File: src/rtl/mul_seq.sv
// Iterative radix-2 shift-add multiplier for RV32M MUL/MULH/MULHSU/MULHU.
// Multiplies operand magnitudes over XLEN cycles, then applies the sign in one fix-up cycle.
module mul_seq #(
   parameter int XLEN = 32
) (
   input  logic            clk,
   input  logic            rst,
   input  logic            start_i,
   input  logic [1:0]      op_i,
   input  logic [XLEN-1:0] op1_i,
   input  logic [XLEN-1:0] op2_i,
   input  logic            flush_i,
   output logic            busy_o,
   output logic            valid_o,
   output logic [XLEN-1:0] result_o
);

   localparam int CNT_W = $clog2(XLEN) + 1;
   localparam logic [CNT_W-1:0] CNT_LAST = CNT_W'(XLEN - 1);
   localparam logic [1:0] OP_MUL    = 2'b00;
   localparam logic [1:0] OP_MULH   = 2'b01;
   localparam logic [1:0] OP_MULHSU = 2'b10;

   typedef enum logic [1:0] {
      S_IDLE = 2'd0,
      S_CALC = 2'd1,
      S_FIX  = 2'd2
   } state_t;

   state_t            r_state;
   state_t            w_state_next;
   logic [2*XLEN-1:0] r_acc;
   logic [XLEN-1:0]   r_a_mag;
   logic [CNT_W-1:0]  r_cnt;
   logic              r_neg;
   logic [1:0]        r_op;
   logic              r_valid;
   logic [XLEN-1:0]   r_result;

   logic              w_sign1;
   logic              w_sign2;
   logic [XLEN-1:0]   w_a_mag;
   logic [XLEN-1:0]   w_b_mag;
   logic [XLEN-1:0]   w_addend;
   logic [XLEN:0]     w_sum;
   logic [2*XLEN-1:0] w_p;

   // An operand counts as negative only when the selected op treats it as signed.
   assign w_sign1  = ((op_i == OP_MULH) || (op_i == OP_MULHSU)) && op1_i[XLEN-1];
   assign w_sign2  = (op_i == OP_MULH) && op2_i[XLEN-1];
   assign w_a_mag  = w_sign1 ? -op1_i : op1_i;
   assign w_b_mag  = w_sign2 ? -op2_i : op2_i;

   assign w_addend = r_acc[0] ? r_a_mag : '0;
   assign w_sum    = {1'b0, r_acc[2*XLEN-1:XLEN]} + {1'b0, w_addend};
   assign w_p      = r_neg ? -r_acc : r_acc;

   always_ff @(posedge clk) begin
      if (rst || flush_i) begin
         r_state <= S_IDLE;
      end else begin
         r_state <= w_state_next;
      end
   end

   always_comb begin
      w_state_next = r_state;
      case (r_state)
         S_IDLE:  if (start_i) w_state_next = S_CALC;
         S_CALC:  if (r_cnt == CNT_LAST) w_state_next = S_FIX;
         S_FIX:   w_state_next = S_IDLE;
         default: w_state_next = S_IDLE;
      endcase
   end

   always_ff @(posedge clk) begin
      if (rst) begin
         r_acc    <= '0;
         r_a_mag  <= '0;
         r_cnt    <= '0;
         r_neg    <= 1'b0;
         r_op     <= 2'b00;
         r_valid  <= 1'b0;
         r_result <= '0;
      end else if (flush_i) begin
         r_valid  <= 1'b0;
      end else begin
         r_valid <= 1'b0;
         case (r_state)
            S_IDLE: begin
               if (start_i) begin
                  r_a_mag <= w_a_mag;
                  r_acc   <= {{XLEN{1'b0}}, w_b_mag};
                  r_cnt   <= '0;
                  r_neg   <= w_sign1 ^ w_sign2;
                  r_op    <= op_i;
               end
            end
            S_CALC: begin
               // Shift right keeping the carry out of the partial-product add.
               r_acc <= {w_sum, r_acc[XLEN-1:1]};
               r_cnt <= r_cnt + 1'b1;
            end
            S_FIX: begin
               r_result <= (r_op == OP_MUL) ? w_p[XLEN-1:0] : w_p[2*XLEN-1:XLEN];
               r_valid  <= 1'b1;
            end
            default: ;
         endcase
      end
   end

   assign busy_o   = (r_state != S_IDLE);
   assign valid_o  = r_valid;
   assign result_o = r_result;

endmodule

File: config.mk
export PLATFORM = sky130hd
export DESIGN_NAME = mul_seq
export DESIGN_NICKNAME = d
export VERILOG_FILES = /design/src/rtl/mul_seq.sv
export SDC_FILE = /design/constraint.sdc
export NUM_CORES = 1
export LEC_CHECK = 0
export CORE_MARGIN = 3
export CORE_UTILIZATION = 55
export CTS_CLUSTER_DIAMETER = 100
export DETAILED_ROUTE_END_ITERATION = 8
export PLACE_DENSITY = 0.84
export SLEW_MARGIN = 25
export SYNTH_ARGS = -nofsm -noshare
export SYNTH_HDL_FRONTEND = slang
export SYNTH_SLANG_ARGS = --single-unit
export TNS_END_PERCENT = 20
File: constraint.sdc
create_clock -name clk -period 6.3 [get_ports clk]
set_clock_uncertainty 0.05 [all_clocks]
set_input_delay 1.26 -clock clk [delete_from_list [all_inputs] [get_ports clk]]
set_output_delay 1.26 -clock clk [all_outputs]
set_load 0.01 [all_outputs]
* Word-level counts from Yosys, hierarchy flattened
Cells that the tools add are included. Widths: inputs -> output; s select.
Operators by class: $add $sub $neg 5, equal/unequal tests 7, mux-type cells 13, bitwise logic cells 2, reduce and logical (&&, ||, !) cells 13
Operators by type and width (number):
- $mux 32 | 4
- $mux 64 | 2
- $pmux 64 s2 | 1
- $neg 32->32 | 2
- $neg 64->64 | 1
- $add 32x32->33 | 1
- $pmux 6 s2 | 1
- $add 6x1->6 const B | 1
- $eq 6x5->1 const B | 1
- $mux 6 | 1
- $reduce_and 3->1 | 2
- $eq 2x1->1 const B | 2
- $eq 2x2->1 const B | 2
- $logic_not 2->1 | 2
- $mux 2 | 2
- $ne 2x2->1 const B | 2
- $pmux 2 s2 | 1
- $reduce_and 2->1 | 2
- $reduce_bool 2->1 | 2
- $logic_and 1x1->1 | 2
- $logic_or 1x1->1 | 2
- $reduce_or 2->1 | 1
- $mux 1 | 1
- $not 1->1 | 1
- $xor 1x1->1 | 1
Word-level totals: register bits after elaboration 140, bits of input ports 70, output and inout port bits 34, word-level logic and storage cells 48

* Longest topological paths before layout
depth after elaboration 5, gate-level depth with buffers 14, gate-level depth less buffers 12

* Worst setup path before layout
OpenSTA, ideal clock, no wires.
kind input-to-reg, from in op1_i[8], to reg r_a_mag[30], arrival 3.808 ns, data required time 6.164 ns, setup slack 2.356 ns, stages 7, path buffers 0, cells stage by stage or4_1 -> or4_1 -> or4_1 -> or2_2 -> o41a_1 -> xnor2_1 -> a211oi_1
Between the ends: longest elaborated chain between the ends 2
RTL lines:
- start, declared | RTL line 10 | input logic [XLEN-1:0] op1_i,
- $neg 32->32 | RTL line 51 | assign w_a_mag = w_sign1 ? -op1_i : op1_i;
- $mux 32 | RTL line 51
- end signal, assigned | RTL line 92 | r_a_mag <= w_a_mag;
- end, declared | RTL line 33 | logic [XLEN-1:0] r_a_mag;
Every way passes these cells. A chain may end at the register's enable or synchronous reset.

* Worst setup path in the final report
from reg r_acc[0], to reg r_acc[63]
Between the ends: longest elaborated chain between the ends 3
RTL lines:
- start, declared | RTL line 32 | logic [2*XLEN-1:0] r_acc;
- start signal, assigned | RTL line 93 | r_acc <= {{XLEN{1'b0}}, w_b_mag};
- start signal, assigned | RTL line 101 | r_acc <= {w_sum, r_acc[XLEN-1:1]};
- $mux 32 | RTL line 54 | assign w_addend = r_acc[0] ? r_a_mag : '0;
- $add 32x32->33 | RTL line 55 | assign w_sum = {1'b0, r_acc[2*XLEN-1:XLEN]} + {1'b0, w_addend};
- $pmux 64 s2 | RTL line 89 | case (r_state)
Every way passes these cells.

==> flow_summary.toml <==
[drt]
drtIter0Drc = 1015
post-route-drc-count = 0
ant_nets = 0
viasPerCell = 6.27
routed_wl_um = 28300
vias = 10100
avgRoutedWirePerCell_um = 17.6
detail_route.first_pass.iterations = 5

[synthesis]
synth_edf_count = 0
synthCells = 1319
syn_area_um2 = 9900
synth_ff_type = "dfxtp_1"
ys_warn_count = 0
yosysSeqAreaShare = 0.283
synth_seq_cells = 140
avgSynthCellArea_um2 = 7.51
ys_async_sr_fraction = 0
syn_nets = 1427
ys_types = 69

[clock_tree]
clkTransAtPathRegs_ps = 60
cts_resized = 0
root_buffer = "clkbuf_16"
cts_setup_buffers = 0
cts_buffers = 17
clk_latency_ps = 430
hold_buffers = 0
cts_sinks = 140
cts_tree = "yes"
htreeDepth = 4
clock_path_buffers = 2

[die]
io_pins = 104
start_util = 0.566
die_y_um = 140
dieArea_um2 = 19600
design.core.area_um2 = 17500
die_w_um = 140
num_rows = 48

[global_route]
grt_antenna_before_repair = 0
grt_pass1_wl_um = 46400
grt_max_degree = 84
overflow = 0
grt_pass1_vias = 9344
grtUsageTotal = 0.284

[outcome]
outcome = "completed"

[setup_path]
critical_path_arrival_ps = 4540
ff2ff_setup_slack_ps = 2020
crit_start = "r_acc[0]"
r2r_cells = 9
worstPathRequired_ps = 6570
start_kind = "flop"
reg2reg_from = "r_acc[0]"
crit_end = "r_acc[63]"
r2r-end = "r_acc[63]"
critPathCaptureType = "flop"
crit_type = "reg -> reg"
worstPathMaxFanout = 36

[placement]
dp_hpwl_um = 21100
routabilityCongestion = 0.922
io_buffers = 103

[sta]
slew_headroom = 0.294
timing.hold.ws_ps = 400
fmax_mhz = 234
hold_viol_final = 0
rsz0062_at_grt = "no"
fin_crit_sh = 0.679
setup_violations = 0
worst_pin_slew_ps = 1040
tns_ps = 0
min_period_ps = 4280
slew_viol_final = 0

[min_path]
hp-class = "reg -> reg"

[power_and_ir_drop]
power.density_nw_per_um2 = 205
power.leakage_nw = 4.33
ir_drop_v = 0.000214

[finish]
areaGrowthSynthToFinish_pct = 17.1
drive_gt1_frac = 0.0440
fin_nets = 1480
num_antenna_cells = 0

[flow_run]
cap_violations = 0
[metrics by stage]
step / area [µm²] / setup WS (ps) / utilization / power (mW) / instances
after CTS: 11600 / 2130 / 0.663 / 2.37 / 1610
after global routing: 11600 / 1830 / 0.663 / 2.46 / 1610
after floorplan: 9900 / 2360 / - / 1.23 / 1319
after global placement: 11000 / 1800 / 0.630 / 1.37 / 1578
after detailed placement: 11000 / 1750 / 0.630 / 1.38 / 1578
final: 11600 / 2020 / 0.663 / 2.37 / 1610
[routing by layer]
metal | wire length (µm) | GRT usage | share of wire | vias up
met5 | 0 | 0 | 0 | -
met4 | 652 | 0.0898 | 0.023 | 0
met3 | 2350 | 0.0737 | 0.083 | 50
met2 | 12700 | 0.445 | 0.45 | 397
met1 | 12600 | 0.385 | 0.44 | 4712
li1 | - | - | - | 4936
[Yosys cell counts, types with 10 or more instances]
cell | instances | area, µm²
nand4_1 | 13 | 81.3
or3_1 | 11 | 68.8
and2_1 | 43 | 269
a21o_1 | 12 | 90.1
o31ai_1 | 27 | 203
ha_1 | 37 | 463
o221ai_1 | 12 | 105
xnor2_1 | 49 | 429
o21ai_0 | 80 | 400
a31oi_1 | 12 | 75.1
xor2_1 | 80 | 701
o211ai_1 | 11 | 82.6
dfxtp_1 | 140 | 2800
o21a_1 | 10 | 75.1
nor2_1 | 160 | 601
a211oi_1 | 48 | 360
nor3_1 | 32 | 160
inv_1 | 22 | 82.6
a21oi_1 | 125 | 626
nand2_1 | 128 | 480
nand3_1 | 29 | 145
or4_1 | 18 | 135
clkbuf_1 | 71 | 267
nor4_1 | 15 | 93.8
a22oi_1 | 11 | 82.6
[cells by family after synthesis]
logic type / count (synthesis) / share of synthesized area
buffers and inverters: 101 / 0.0392
AO/OA/AOI/OAI: 414 / 0.270
multiplexers: 3 / 0.00316
XOR/XNOR: 129 / 0.114
adder cells (fa/ha/maj): 38 / 0.0488
AND/OR/NAND/NOR: 494 / 0.242
flip-flops: 140 / 0.283
[where the power goes]
part | leakage (nW) | switching (mW) | internal (mW)
clock | 0.278 | 0.404 | 0.597
combinational | 2.92 | 0.247 | 0.162
sequential | 1.14 | 0.0422 | 0.919
total | 4.33 | 0.693 | 1.68
[layout make-up]
class,count,area (µm²)
clock buffers,20,447
clock inverters,12,136
flip-flops and latches,140,2800
multi-input cells,1078,6740
well taps,225,282
repair buffers,113,1100
fillers,1483,5890
inverters,22,82.6
[layout by cell type (no fill, tap or decap), drive strengths merged, types with 37 or more instances in the layout]
cell type,n
a21oi,125
xor2,80
and2,43
ha,37
xnor2,49
clkdlybuf4s50,102
dfxtp,140
o21ai,80
a211oi,48
nand2,128
nor2,160
[critical path, stage by stage, from the launching register on]
cell	delay [ps]
dfxtp_1	940
and2_1	250
ha_1	280
a21oi_1	270
o21ai_0	220
a2111oi_0	670
a211oi_1	280
o31ai_1	750
nor4_1	140
a211o_1	300
[registers in the layout, summed over array words and instances (netlist names)]
register and cells:
r_acc 64, valid_o 1, r_a_mag 32, r_cnt 6, r_op 2, result_o 32
r_neg 1, r_state 2
[worst min path at each step]
stage | startpoint | to | slack, ps | cells past startpoint
6_report | result_o[5] | result_o[5] | 400 | 1
3_5_place_dp | result_o[5] | result_o[5] | 390 | 1
3_3_place_gp | result_o[11] | result_o[11] | 380 | 1
5_1_grt | result_o[24] | result_o[24] | 440 | 2
4_1_cts | result_o[5] | result_o[5] | 410 | 1
2_1_floorplan | r_a_mag[0] | r_a_mag[0] | 370 | 2
Power figures use the tool's default switching activity.
